`config.mk`:
```
export PLATFORM = sky130hd
export DESIGN_NAME = four_mem_cof_reader
export DESIGN_NICKNAME = d
export VERILOG_FILES = /design/src/rtl/four_mem_cof_reader_pkg.sv /design/src/rtl/four_mem_cof_reader_cof_skid_fifo.sv /design/src/rtl/four_mem_cof_reader.sv
export SDC_FILE = /design/constraint.sdc
export NUM_CORES = 1
export LEC_CHECK = 0
export CELL_PAD_IN_SITES_DETAIL_PLACEMENT = 1
export CELL_PAD_IN_SITES_GLOBAL_PLACEMENT = 2
export CORE_ASPECT_RATIO = 1.1
export CORE_UTILIZATION = 25
export CTS_BUF_LIST = sky130_fd_sc_hd__clkbuf_4 sky130_fd_sc_hd__clkbuf_8 sky130_fd_sc_hd__clkbuf_16
export DETAILED_ROUTE_END_ITERATION = 10
export GPL_TIMING_DRIVEN = 0
export PLACE_DENSITY_LB_ADDON = 0.25
export SLEW_MARGIN = 40
export SYNTH_ARGS = -nofsm -noshare
export SYNTH_HDL_FRONTEND = slang
export SYNTH_HIERARCHICAL = 1
export SYNTH_SLANG_ARGS = --single-unit
```
`constraint.sdc`:
```
create_clock -name clk -period 2.7 [get_ports clk]
set_clock_uncertainty 0.1 [all_clocks]
set_input_delay 0.27 -clock clk [delete_from_list [all_inputs] [get_ports clk]]
set_output_delay 0.27 -clock clk [all_outputs]
set_load 0.1 [all_outputs]
```
`src/rtl/four_mem_cof_reader_pkg.sv`:
```
// Shared types and defaults for the 4-bank coefficient memory reader.
// Also used by the stream skid FIFO.
package four_mem_cof_reader_pkg;

    localparam int DEF_ADDR_WIDTH_4MEM = 14;
    localparam int DEF_DATA_WIDTH      = 32;
    localparam int FIFO_DEPTH          = 2;

    typedef enum logic [1:0] {
        IDLE  = 2'd0,
        RUN   = 2'd1,
        DRAIN = 2'd2
    } state_e;

endpackage

```
`src/rtl/four_mem_cof_reader_cof_skid_fifo.sv`:
```
// Two-entry FIFO shared by the stream producers.
// Simultaneous push and pop is allowed when full.
module cof_skid_fifo
    import four_mem_cof_reader_pkg::*;
#(
    parameter int WIDTH = DEF_DATA_WIDTH
) (
    input  logic             clk,
    input  logic             rst_n,
    input  logic             push,
    input  logic [WIDTH-1:0] push_data,
    input  logic             pop,
    output logic [1:0]       count,
    output logic [WIDTH-1:0] head,
    output logic             empty
);

    logic [WIDTH-1:0] mem_q [FIFO_DEPTH];
    logic             rd_q;
    logic             wr_q;
    logic [1:0]       count_q;
    logic             full;
    logic             do_push;
    logic             do_pop;

    assign full    = (count_q == 2'(FIFO_DEPTH));
    assign empty   = (count_q == 2'd0);
    assign do_pop  = pop && !empty;
    assign do_push = push && (!full || do_pop);
    assign count   = count_q;
    assign head    = mem_q[rd_q];

    always_ff @(posedge clk or negedge rst_n) begin
        if (!rst_n) begin
            for (int i = 0; i < FIFO_DEPTH; i++) begin
                mem_q[i] <= '0;
            end
            rd_q    <= 1'b0;
            wr_q    <= 1'b0;
            count_q <= 2'd0;
        end else begin
            if (do_push) begin
                mem_q[wr_q] <= push_data;
                wr_q        <= ~wr_q;
            end
            if (do_pop) begin
                rd_q <= ~rd_q;
            end
            count_q <= count_q + 2'(do_push) - 2'(do_pop);
        end
    end

endmodule

```
`src/rtl/four_mem_cof_reader.sv`:
```
// Streams LEN words from the 4-bank coefficient memory onto a
// valid/ready interface, absorbing the 1-cycle read latency.
module four_mem_cof_reader
    import four_mem_cof_reader_pkg::*;
#(
    parameter int ADDR_WIDTH_4MEM = DEF_ADDR_WIDTH_4MEM,
    parameter int DATA_WIDTH      = DEF_DATA_WIDTH
) (
    input  logic                       clk,
    input  logic                       rst_n,
    input  logic                       start,
    input  logic [ADDR_WIDTH_4MEM-1:0] base_addr,
    input  logic [ADDR_WIDTH_4MEM:0]   len,
    output logic                       busy,
    output logic                       done,
    output logic [ADDR_WIDTH_4MEM-1:0] mem_addr,
    output logic                       mem_addr_sel,
    output logic                       mem_cen_sel,
    output logic                       mem_wen,
    input  logic [DATA_WIDTH-1:0]      mem_rdata,
    output logic [DATA_WIDTH-1:0]      cof_data,
    output logic                       cof_valid,
    input  logic                       cof_ready
);

    localparam logic [ADDR_WIDTH_4MEM:0] REM_ONE = 1;

    state_e                     state_q;
    state_e                     state_d;
    logic [ADDR_WIDTH_4MEM-1:0] addr_ptr_q;
    logic [ADDR_WIDTH_4MEM-1:0] last_addr_q;
    logic [ADDR_WIDTH_4MEM:0]   remaining_q;
    logic                       inflight_q;
    logic                       zero_done_q;
    logic [1:0]                 fifo_count;
    logic                       fifo_empty;
    logic                       pop;
    logic                       issue;
    logic                       drain_done;
    logic                       accept;

    assign busy         = (state_q != IDLE);
    assign mem_addr_sel = busy;
    assign mem_wen      = 1'b0;
    assign mem_cen_sel  = issue;
    assign mem_addr     = issue ? addr_ptr_q : last_addr_q;
    assign cof_valid    = !fifo_empty;
    assign pop          = cof_valid && cof_ready;
    assign done         = zero_done_q || drain_done;
    assign accept       = (state_q == IDLE) && start && (len != '0);

    always_comb begin
        state_d    = state_q;
        issue      = 1'b0;
        drain_done = 1'b0;
        unique case (state_q)
            IDLE: begin
                if (accept) state_d = RUN;
            end
            RUN: begin
                // Occupancy after this cycle's pop must leave room for the new read.
                issue = (remaining_q != '0) &&
                        (({1'b0, fifo_count} + 3'(inflight_q)) < (3'd2 + 3'(pop)));
                if (issue && remaining_q == REM_ONE) state_d = DRAIN;
            end
            DRAIN: begin
                if (pop && fifo_count == 2'd1 && !inflight_q) begin
                    drain_done = 1'b1;
                    state_d    = IDLE;
                end
            end
            default: state_d = IDLE;
        endcase
    end

    always_ff @(posedge clk or negedge rst_n) begin
        if (!rst_n) begin
            state_q     <= IDLE;
            addr_ptr_q  <= '0;
            last_addr_q <= '0;
            remaining_q <= '0;
            inflight_q  <= 1'b0;
            zero_done_q <= 1'b0;
        end else begin
            state_q     <= state_d;
            inflight_q  <= issue;
            zero_done_q <= (state_q == IDLE) && start && (len == '0);
            if (accept) begin
                addr_ptr_q  <= base_addr;
                remaining_q <= len;
            end else if (issue) begin
                addr_ptr_q  <= addr_ptr_q + ADDR_WIDTH_4MEM'(1);
                remaining_q <= remaining_q - REM_ONE;
                last_addr_q <= addr_ptr_q;
            end
        end
    end

    cof_skid_fifo #(
        .WIDTH (DATA_WIDTH)
    ) u_fifo (
        .clk       (clk),
        .rst_n     (rst_n),
        .push      (inflight_q),
        .push_data (mem_rdata),
        .pop       (pop),
        .count     (fifo_count),
        .head      (cof_data),
        .empty     (fifo_empty)
    );

endmodule

```
==> results.txt <==
----------------------------------------------------
[Outcome]
  Result of the run ... complete, but fails checks
  Violations in the final reports ... setup timing

[Critical path]
  Crit Path Category ... reg -> out
  Top fanout value on the critical path ... 6
  Crit-path cells ... ha_4, or3b_4, a211oi_4, o21ai_4, buf_6, clkbuf_16, o21ai_4, buf_12
  Data required, critical path ... 2.33 ns
  Kind of capture point of the worst setup path ... output port
  Worst path max stage delay ... 0.42 ns
  Startpoint types ... flip-flop
  Critical Path Most Common Cell ... o21ai_4
  CP max stage cell ... dfrtp_2
  Arr. time, crit path ... 2.61 ns

[Timing]
  # setup viols final ... 15
  Accumulated negative setup slack ... -3.63 ns
  Setup repair after global routing missed its margin ... true
  Hold_ws ... 0.287 ns
  Worst setup slack after layout ... -0.276 ns
  Max-slew violations ... 0
  Slew @ Worst Pin ... 0.711 ns
  Maximum clock frequency ... 336 MHz
  Final hold vios ... 0
  Remaining max-slew budget at the tightest pin ... 52.6%
  Minimum clock period after layout ... 2.98 ns
  Final worst-path cycle share ... 110%

[GRT]
  Number of antenna violations at the first check in global routing ... 0
  Pin count of the biggest net entering global routing ... 61
  Overall routing resource usage ... 15.2%
  Vias in the first global route ... 4911
  Overflow left after global routing ... 0
  First-pass GRT wire length ... 27300 µm

[Logic synthesis]
  Avg Cell Area, Syn ... 11.6 µm²
  Compound-cell area share of the yosys netlist ... 8.83%
  Share of synthesized flip-flops with an asynchronous set or reset ... 100%
  Share of the synthesized netlist area taken by xor and xnor gates ... 0.778%
  Number of flops mapped to enable cells by yosys ... 0
  Cell count after synthesis ... 486
  Main flop type after synthesis ... dfrtp_1
  Number of distinct library cells after synthesis ... 56
  Yosys top cell by area ... dfrtp_1
  Adder-cell share of the synthesized area ... 1.56%
  Most repeated cell in the gate-level netlist after synthesis ... dfrtp_1
  Share of Yosys cell area claimed by the top area cell type ... 51.2%
  Sequential element share of the synthesized area ... 51.2%
  Main area contributors after synthesis ... dfrtp_1 (51%), mux2_2 (19%), nand2_1 (4.7%), o21ai_0 (1.9%), mux2i_1 (1.8%)
  Syn. warnings ... 6
  Commonest cells in the netlist ... dfrtp_1 (115), mux2_2 (93), nand2_1 (70)
  Number of synthesized register bits ... 115
  Mapped cell area ... 5630 µm²
  Number of nets produced by synthesis ... 558
  Largest family of logic cells by synthesized area ... multiplexers
  Simple-gate share of the synthesized area ... 12.7%
  Mux share of post-synthesis cell area ... 20.9%

[Clocking]
  Clock buffers created by TritonCTS ... 17
  Maximum clock insertion buffer count ... 2
  Post-CTS clock slew at the launch and capture registers of the worst setup and hold paths ... 0.06 ns
  CTS tree ... done
  Cell chosen for the clock root ... clkbuf_16
  Sink Count ... 115
  CTS H-Tree Depth ... 4
  Latest clock arrival within the worst-skew pair ... 0.41 ns

[Detailed routing]
  Iter 0 DRT Violations ... 159
  Post-detailed-route wirelength per cell ... 17.5 µm
  Final routed wirelength across all metal layers ... 16600 µm
  Total iterations of the first detailed-routing run ... 4
  Via Count ... 4433
  Via-per-instance ratio ... 4.68
  Total DRC errors in the routed layout ... 0
  Post-route ant nets ... 0

[Place]
  Post-detailed-placement cell area ... 7140 µm²
  Detailed placer's ending HPWL ... 12000 µm
  Weighted congestion at the end of routability-driven global placement ... 0.787
  Port Buf Inserts ... 115
  Dpl ws ... -0.544 ns

[Floorplan]
  DIE HEIGHT ... 159 µm
  Number of cell rows ... 57
  Die Area ... 23100 µm²
  Initial cell density of the core ... 25.4%
  Floorplan Core Area ... 22100 µm²
  Die X-Extent ... 145 µm
  I/O pin total ... 117

[Layout]
  Relative area change from synthesis to final layout ... 48.6%
  Total area of sequential cells ... 2880 µm²
  Layout cells sized above 1 ... 41.8%
  Total non-filler cell area in the finished layout ... 8360 µm²
  Area used by multi-input combinational logic ... 2860 µm²
  Fin nets ... 712
  Total of fill cells in the finished design ... 2379
  Number of diodes ... 0

[Hold path]
  Class of the tightest hold or removal check ... in -> async

[Job]
  Max-cap viol count ... 0

----------------------------------------------------
-- sequential cells by signal (all words and copies together), names as in the netlist, 2 cells and up --
name          count
u_fifo/mem_q     64
remaining_q      15
addr_ptr_q       14
last_addr_q      14
state_q           2
u_fifo/count      2
-- through the flow --
stage / utilization (%) / std cells
finish: 37.8 / 948
global route: 37.8 / 948
CTS: 37.5 / 943
detailed placement: 32.3 / 897
global placement: 33.3 / 896
floorplan: - / 486
-- critical path, delay by kind of cell (launching register included) --
kind,cells,cell delay (ns)
flip-flops,1,0.42
AND/OR/NAND/NOR,1,0.41
adder cells (fa/ha/maj),1,0.23
buffers and inverters,3,0.52
AO/OA/AOI/OAI,3,0.61
-- worst paths after layout --
check	startpoint	endpoint	slack [ns]	cells past startpoint
max in group asynchronous	rst_n	last_addr_q[5]	1.54	3
min reg2reg	last_addr_q[0]	last_addr_q[0]	0.40	2
max reg2reg	u_fifo/count[0]	addr_ptr_q[12]	0.08	9
min in group clk	base_addr[0]	addr_ptr_q[0]	0.33	3
max	u_fifo/count[0]	mem_addr[4]	-0.28	8
min	rst_n	u_fifo/mem_q[27]	0.29	2
-- layout by cell type, fill, tap and decap left out, types with 4 or more instances in the layout --
cell type,synthesis,routed
a21oi_1,4,4
a311oi_1,4,4
a31oi_1,5,5
and3_1,7,7
buf_12,0,16
buf_2,7,39
buf_4,2,17
buf_6,7,9
bufinv_16,0,4
clkbuf_1,8,7
clkbuf_16,0,18
clkdlybuf4s50_1,0,63
clkinv_4,0,5
dfrtp_1,115,114
ha_1,7,6
inv_1,12,12
mux2_2,93,91
mux2_4,2,4
mux2i_1,10,10
nand2_1,70,35
nand2_2,0,16
nand2_4,0,10
nand2_8,0,9
nand3_1,10,10
nor2_1,22,21
nor3_1,6,5
nor4_1,6,6
o211ai_1,5,5
o21ai_0,21,18
o21ai_4,0,4
o22ai_1,6,6
xnor2_1,4,4
-- cell families after synthesis --
family                     after synthesis
DFF                                    115
xor gates and xnor gates                 5
adders and majority gates                7
muxes                                  105
and+or+nand+nor                        146
AOI/OAI and AO/OA                       69
buffers and inverters                   38
other                                    1
-- metal layers --
layer	up-vias	routed length, µm	global-route usage, %
met4	0	229	4.21
li1	2061	-	-
met1	2245	7270	18.9
met5	-	0	0
met3	17	666	2.84
met2	110	8450	26.6
-- repair_timing --
item,4_1_cts,5_1_grt
gates resized for setup,104,11
hold endpoints to repair,55,0
gates cloned,1,0
hold buffers,1,0
pin swaps,5,3
setup buffers,13,6
endpoints found under the setup margin,15,23
-- cell type report --
type                    instances  share of cell area (%)
well taps                     295                    4.42
multi-input cells             333                    34.2
clock inverters                15                    2.47
inverters                      13                   0.614
clock buffers                  17                    5.09
plain buffers                  24                    2.68
flip-flops and latches        115                    34.4
repair buffers                136                    16.0
Power is not shown: default switching activity piles up to over one toggle a cycle in this logic, so the estimate is an artifact.
